$ cat src/rtl/tx_frame_controller_if.sv
// Handshake and shift-register control bundle between the TX frame controller and its neighbours.
// The master side drives requests and data; the slave side is the controller itself.
interface tx_frame_controller_if;
    logic        tx_req;
    logic        stop;
    logic        word_valid;
    logic [31:0] word_in;
    logic        word_ready;
    logic        sda_in;
    logic [31:0] data_out;
    logic        load_rdata;
    logic        enable_desp;
    logic        sda_oe;
    logic        busy;
    logic        nack_early;
    logic [7:0]  word_cnt;

    modport master (
        output tx_req, stop, word_valid, word_in, sda_in,
        input  word_ready, data_out, load_rdata, enable_desp, sda_oe, busy, nack_early, word_cnt
    );

    modport slave (
        input  tx_req, stop, word_valid, word_in, sda_in,
        output word_ready, data_out, load_rdata, enable_desp, sda_oe, busy, nack_early, word_cnt
    );
endinterface

$ cat src/rtl/tx_frame_controller.sv
// Sequences 32-bit words into four MSB-first bytes with a master ACK slot after each byte,
// driving load/shift strobes for the SCL-domain shift register from the SCL rising edge.
module tx_frame_controller #(
    parameter int unsigned WORD_BYTES = 4
) (
    input logic                  scl,
    input logic                  rst,
    tx_frame_controller_if.slave bus
);

    typedef enum logic [2:0] {
        StIdle,
        StWaitData,
        StLoad,
        StShift,
        StAck,
        StDone
    } state_e;

    localparam logic [2:0] LastByte = 3'(WORD_BYTES);

    state_e      state_q, state_d;
    logic [2:0]  bit_cnt_q, bit_cnt_d;
    logic [2:0]  byte_cnt_q, byte_cnt_d;
    logic [31:0] data_out_q, data_out_d;
    logic [7:0]  word_cnt_q, word_cnt_d;
    logic        word_ready_q, word_ready_d;
    logic        load_rdata_q, load_rdata_d;
    logic        enable_desp_q, enable_desp_d;
    logic        sda_oe_q, sda_oe_d;
    logic        busy_q, busy_d;
    logic        nack_early_q, nack_early_d;
    logic        accept;

    // Next state and counters; stop overrides every other transition.
    always_comb begin
        state_d      = state_q;
        bit_cnt_d    = bit_cnt_q;
        byte_cnt_d   = byte_cnt_q;
        data_out_d   = data_out_q;
        word_cnt_d   = word_cnt_q;
        nack_early_d = 1'b0;
        accept       = 1'b0;

        if (bus.stop) begin
            state_d = StIdle;
        end else begin
            unique case (state_q)
                StIdle: begin
                    if (bus.tx_req) state_d = StWaitData;
                end
                StWaitData: begin
                    if (bus.word_valid && word_ready_q) begin
                        accept  = 1'b1;
                        state_d = StLoad;
                    end
                end
                StLoad: begin
                    state_d   = StShift;
                    bit_cnt_d = 3'd1;
                end
                StShift: begin
                    if (bit_cnt_q != 3'd7) begin
                        bit_cnt_d = bit_cnt_q + 3'd1;
                    end else begin
                        state_d    = StAck;
                        byte_cnt_d = byte_cnt_q + 3'd1;
                    end
                end
                StAck: begin
                    if (bus.sda_in) begin
                        // A NACK never transfers a word, even with word_ready high.
                        state_d      = StDone;
                        nack_early_d = (byte_cnt_q < LastByte);
                    end else if (byte_cnt_q < LastByte) begin
                        state_d   = StShift;
                        bit_cnt_d = 3'd0;
                    end else begin
                        word_cnt_d = word_cnt_q + 8'd1;
                        if (bus.word_valid && word_ready_q) begin
                            accept  = 1'b1;
                            state_d = StLoad;
                        end else begin
                            state_d = StWaitData;
                        end
                    end
                end
                StDone: begin
                    if (!bus.tx_req) state_d = StIdle;
                end
                default: state_d = StIdle;
            endcase
        end

        if (accept) begin
            data_out_d = bus.word_in;
            byte_cnt_d = 3'd0;
        end
    end

    // Outputs decode the state being entered so they are registered alongside it.
    always_comb begin
        word_ready_d  = 1'b0;
        load_rdata_d  = 1'b0;
        enable_desp_d = 1'b0;
        sda_oe_d      = 1'b0;
        busy_d        = (state_d != StIdle);
        unique case (state_d)
            StWaitData: word_ready_d = 1'b1;
            StLoad: begin
                load_rdata_d = 1'b1;
                sda_oe_d     = 1'b1;
            end
            StShift: begin
                enable_desp_d = 1'b1;
                sda_oe_d      = 1'b1;
            end
            StAck:   word_ready_d = (byte_cnt_d == LastByte);
            default: ;
        endcase
    end

    always_ff @(posedge scl or posedge rst) begin
        if (rst) begin
            state_q       <= StIdle;
            bit_cnt_q     <= 3'd0;
            byte_cnt_q    <= 3'd0;
            data_out_q    <= 32'd0;
            word_cnt_q    <= 8'd0;
            word_ready_q  <= 1'b0;
            load_rdata_q  <= 1'b0;
            enable_desp_q <= 1'b0;
            sda_oe_q      <= 1'b0;
            busy_q        <= 1'b0;
            nack_early_q  <= 1'b0;
        end else begin
            state_q       <= state_d;
            bit_cnt_q     <= bit_cnt_d;
            byte_cnt_q    <= byte_cnt_d;
            data_out_q    <= data_out_d;
            word_cnt_q    <= word_cnt_d;
            word_ready_q  <= word_ready_d;
            load_rdata_q  <= load_rdata_d;
            enable_desp_q <= enable_desp_d;
            sda_oe_q      <= sda_oe_d;
            busy_q        <= busy_d;
            nack_early_q  <= nack_early_d;
        end
    end

    assign bus.word_ready  = word_ready_q;
    assign bus.data_out    = data_out_q;
    assign bus.load_rdata  = load_rdata_q;
    assign bus.enable_desp = enable_desp_q;
    assign bus.sda_oe      = sda_oe_q;
    assign bus.busy        = busy_q;
    assign bus.nack_early  = nack_early_q;
    assign bus.word_cnt    = word_cnt_q;

endmodule

$ cat src/flat_wrapper.sv
// flat-port wrapper written by rule: the top's interface ports become plain ports
module tx_frame_controller_flat 
#(
    parameter int unsigned WORD_BYTES = 4
)
  (scl, rst, bus_tx_req, bus_stop, bus_word_valid, bus_word_in, bus_sda_in, bus_word_ready, bus_data_out, bus_load_rdata, bus_enable_desp, bus_sda_oe, bus_busy, bus_nack_early, bus_word_cnt);
  tx_frame_controller_if bus_i ();
  input logic scl;
  input logic rst;
  input wire logic [$bits(bus_i.tx_req)-1:0] bus_tx_req;
  input wire logic [$bits(bus_i.stop)-1:0] bus_stop;
  input wire logic [$bits(bus_i.word_valid)-1:0] bus_word_valid;
  input wire logic [$bits(bus_i.word_in)-1:0] bus_word_in;
  input wire logic [$bits(bus_i.sda_in)-1:0] bus_sda_in;
  output wire logic [$bits(bus_i.word_ready)-1:0] bus_word_ready;
  output wire logic [$bits(bus_i.data_out)-1:0] bus_data_out;
  output wire logic [$bits(bus_i.load_rdata)-1:0] bus_load_rdata;
  output wire logic [$bits(bus_i.enable_desp)-1:0] bus_enable_desp;
  output wire logic [$bits(bus_i.sda_oe)-1:0] bus_sda_oe;
  output wire logic [$bits(bus_i.busy)-1:0] bus_busy;
  output wire logic [$bits(bus_i.nack_early)-1:0] bus_nack_early;
  output wire logic [$bits(bus_i.word_cnt)-1:0] bus_word_cnt;
  assign bus_i.tx_req = bus_tx_req;
  assign bus_i.stop = bus_stop;
  assign bus_i.word_valid = bus_word_valid;
  assign bus_i.word_in = bus_word_in;
  assign bus_i.sda_in = bus_sda_in;
  assign bus_word_ready = bus_i.word_ready;
  assign bus_data_out = bus_i.data_out;
  assign bus_load_rdata = bus_i.load_rdata;
  assign bus_enable_desp = bus_i.enable_desp;
  assign bus_sda_oe = bus_i.sda_oe;
  assign bus_busy = bus_i.busy;
  assign bus_nack_early = bus_i.nack_early;
  assign bus_word_cnt = bus_i.word_cnt;
  tx_frame_controller #(.WORD_BYTES(WORD_BYTES)) u_core (.scl(scl), .rst(rst), .bus(bus_i));
endmodule
$ cat config.mk
export PLATFORM = sky130hd
export DESIGN_NAME = tx_frame_controller_flat
export DESIGN_NICKNAME = d
export VERILOG_FILES = /design/src/rtl/tx_frame_controller_if.sv /design/src/rtl/tx_frame_controller.sv /design/src/flat_wrapper.sv
export SDC_FILE = /design/constraint.sdc
export NUM_CORES = 1
export LEC_CHECK = 0
export BUFFER_PORTS_ARGS = -buffer_cell sky130_fd_sc_hd__buf_2
export CELL_PAD_IN_SITES_DETAIL_PLACEMENT = 1
export CELL_PAD_IN_SITES_GLOBAL_PLACEMENT = 2
export CORE_MARGIN = 2
export CORE_UTILIZATION = 33
export CTS_BUF_LIST = sky130_fd_sc_hd__clkbuf_16
export DETAILED_ROUTE_END_ITERATION = 10
export GPL_ROUTABILITY_DRIVEN = 0
export PLACE_DENSITY_LB_ADDON = 0.1
export SLEW_MARGIN = 20
export SYNTH_ARGS = -nofsm -noshare
export SYNTH_HDL_FRONTEND = slang
export SYNTH_SLANG_ARGS = --single-unit
export TNS_END_PERCENT = 100
$ cat constraint.sdc
create_clock -name scl -period 2.3 [get_ports scl]
set_input_delay 0.23 -clock scl [delete_from_list [all_inputs] [get_ports scl]]
set_output_delay 0.23 -clock scl [all_outputs]
set_load 0.05 [all_outputs]
==> results.sh <==
export IMPL_slowest_delay_ns=0.59
export IMPL_overflow=0
export IMPL_grt_use_total=0.133
export IMPL_num_rows=32
export IMPL_worst_r2r_setup_slack_ns=0.15
export IMPL_grt_pass1_wl_mm=8.89
export IMPL_ant_nets=0
export IMPL_path_buf_inv=1
export IMPL_syn_inst=176
export IMPL_core_area_um2=7610
export IMPL_fmax_mhz=466
export IMPL_clkSlewWorstSetupHoldPaths_ns=0.07
export IMPL_drive_above_1_share=0.532
export IMPL_final_cells=367
export IMPL_min_period_over_period=0.933
export IMPL_power_density_nw_per_um2=1060
export IMPL_outcome="finished, final reports clean"
export IMPL_grt_pass1_vias=1733
export IMPL_arrival_ns=2.31
export IMPL_cts_path_max_buffers=2
export IMPL_num_antenna_cells=0
export IMPL_final_common_cell="buf_2"
export IMPL_slowest_stage="or4_2"
export IMPL_htree_num_levels=2
export IMPL_dpl_cell_area_um2=3050
export IMPL_critPathKind="flip-flop to flip-flop"
export IMPL_post_drt_wl_per_cell_um=14.8
export IMPL_antenna_found_initial=0
export IMPL_fp_dieW_um=91.8
export IMPL_yosys_warnings=0
export IMPL_drc=0
export IMPL_cts_sinks=55
export IMPL_leakage_nw=1.77
export IMPL_hold_class="primary input to flip-flop"
export IMPL_num_vias=1697
export IMPL_fin_crit_ns=2.15
export IMPL_syn_nets=218
export IMPL_dp_cells=358
export IMPL_hpwl_mm=3.93
export IMPL_final_cell_mix="83 x buf_2, 55 x dfrtp_1, 29 x mux2_4"
export IMPL_die_y_um=91.8
export IMPL_seq_area_frac_synth=0.541
export IMPL_io_pins=84
export IMPL_synth_area_um2=2540
export IMPL_finalMaxSlewViolations=0
export IMPL_cts_buffers=5
export IMPL_worst_ep_required_time_ns=2.47
export IMPL_peakVddDrop_v=0.000515
export IMPL_area_delta_synth_final_pct=25.7
export IMPL_maxCapViolations=0
export IMPL_final_nets=306
export IMPL_power_total_mw=3.40
export IMPL_dr_first_iter_drc_count=57
export IMPL_drtPass1Iterations=3
export IMPL_clock_skew_ns=0.00681
export IMPL_post_cts_buffers=0
export IMPL_synth_avg_cell_area_um2=14.4
export IMPL_portBuffers=83
export IMPL_die_area_um2=8420
export IMPL_clk_latency_ns=0.29
export IMPL_crit_family="simple AND/OR/NAND/NOR gates"
export IMPL_cts_root_buf="clkbuf_16"
export IMPL_via_per_inst=4.62
export IMPL_worst_path_max_fanout=33
export IMPL_fin_area_um2=3200
export IMPL_totalWireLength_mm=5.44
export IMPL_tightest_slew_ns=0.338
export IMPL_finalHoldViolCount=0
export IMPL_final_setup_tns_ns=0
export IMPL_startpoint_type="flip-flop"
export IMPL_initial_core_util=0.334
export IMPL_path_cells="nor3b_4 -> a21oi_1 -> or4_2 -> buf_12 -> mux2_4"
export IMPL_crit_path_end_kind="flip-flop"
export IMPL_ys_seq_elements=55
export IMPL_relSlewSlack=0.775
export IMPL_whs_ns=0.167
export IMPL_setup_violations=0
export IMPL_yosysUniqueCellTypes=46
export IMPL_rsz0062_at_grt="no"
export IMPL_grt_max_degree=34
export IMPL_cts_tree="done"
-- worst reg2reg max path, stage by stage (launching register included) --
cell and delay, ns:
dfrtp_1 0.53, nor3b_4 0.26, a21oi_1 0.08, or4_2 0.59, buf_12 0.22, mux2_4 0.35
-- per-stage QoR --
stage	utilization	worst slack, ns
global route	0.420	0.0619
global placement	0.400	0.211
floorplan	-	0.391
CTS	0.420	0.147
finish	0.420	0.154
detailed placement	0.400	0.187
-- layer usage --
metal	global-route usage	wire length, um	part of all wire	vias to the layer above
met2	0.210	2450	0.45	52
li1	-	-	-	795
met5	0	0	0	-
met3	0.0288	309	0.057	6
met4	0.0448	59	0.011	0
met1	0.184	2620	0.48	844
-- registers in the layout, summed over array words and instances, names as in the netlist --
name / flops
u_core.bus.enable_desp: 1
u_core.bus.data_out: 32
u_core.bus.busy: 1
u_core.state_q: 3
u_core.bus.load_rdata: 1
u_core.bus.word_ready: 1
u_core.bus.sda_oe: 1
u_core.bus.nack_early: 1
u_core.bus.word_cnt: 8
u_core.byte_cnt_q: 3
u_core.bit_cnt_q: 3
-- worst paths after layout --
path | from | end | depth (start not counted)
hold / removal | bus_word_in[4] | u_core.bus.data_out[4] | 2
setup / recovery | u_core.state_q[2] | u_core.bus.data_out[6] | 5
max in group asynchronous | rst | u_core.bus.data_out[25] | 4
hold reg to reg | u_core.bus.word_cnt[7] | u_core.bus.word_cnt[7] | 1
min in group asynchronous | rst | u_core.bus.data_out[5] | 3
setup reg to reg | u_core.state_q[2] | u_core.bus.data_out[6] | 5
-- area by class of cell --
| type | instances | area, um^2 |
|---|---|---|
| flip-flops and latches | 55 | 1380 |
| clock inverters | 3 | 16.3 |
| well taps | 102 | 128 |
| fillers | 836 | 4410 |
| repair buffers | 91 | 490 |
| clock buffers | 5 | 125 |
| inverters | 7 | 26.3 |
| multi-input cells | 104 | 1030 |
-- Yosys cell counts, drive strengths merged --
master,number,area share
nor3b,2,0.010
nor2,4,0.0089
and4b,1,0.0039
buf,6,0.035
nand2,4,0.0059
nor2b,1,0.0025
nand4,2,0.0049
nand3,3,0.0059
o32a,1,0.0039
or2b,1,0.0034
o21bai,2,0.0059
and3,5,0.012
o21ai,2,0.0039
o311ai,1,0.0034
or4,1,0.0030
mux2,36,0.20
and2b,1,0.0034
or3,1,0.0025
a221oi,1,0.0034
xnor2,7,0.024
clkbuf,4,0.0064
o22ai,2,0.0074
nor4,1,0.0025
nand4b,2,0.0069
o32ai,1,0.0034
and3b,1,0.0034
inv,7,0.010
a31oi,1,0.0025
ha,4,0.020
xor2,3,0.010
dfrtp,55,0.54
and2,1,0.0030
and4,1,0.0034
mux2i,1,0.0039
a22oi,1,0.0030
or3b,2,0.0069
nand2b,2,0.0049
nor4b,1,0.0034
a21oi,4,0.0079
-- cell families after synthesis --
kind of cell | Yosys count | synth area share
multiplexers | 37 | 0.206
XOR/XNOR | 10 | 0.0345
flip-flops | 55 | 0.541
AND/OR/NAND/NOR | 37 | 0.101
adder cells (fa/ha/maj) | 4 | 0.0197
AO/OA/AOI/OAI | 16 | 0.0448
buffers and inverters | 17 | 0.0522
-- power breakdown --
group / internal [mW] / total, mW / switching [mW]
Sequential: 1.18 / 1.31 / 0.124
Clock: 0.398 / 0.722 / 0.324
Combinational: 0.439 / 1.37 / 0.935
-- repair_timing --
item | 4_1_cts | 5_1_grt
resized for setup | 0 | 0
hold buffers | 1 | 0
endpoints found under the hold margin | 14 | 0
Power figures use the tool's default switching activity.
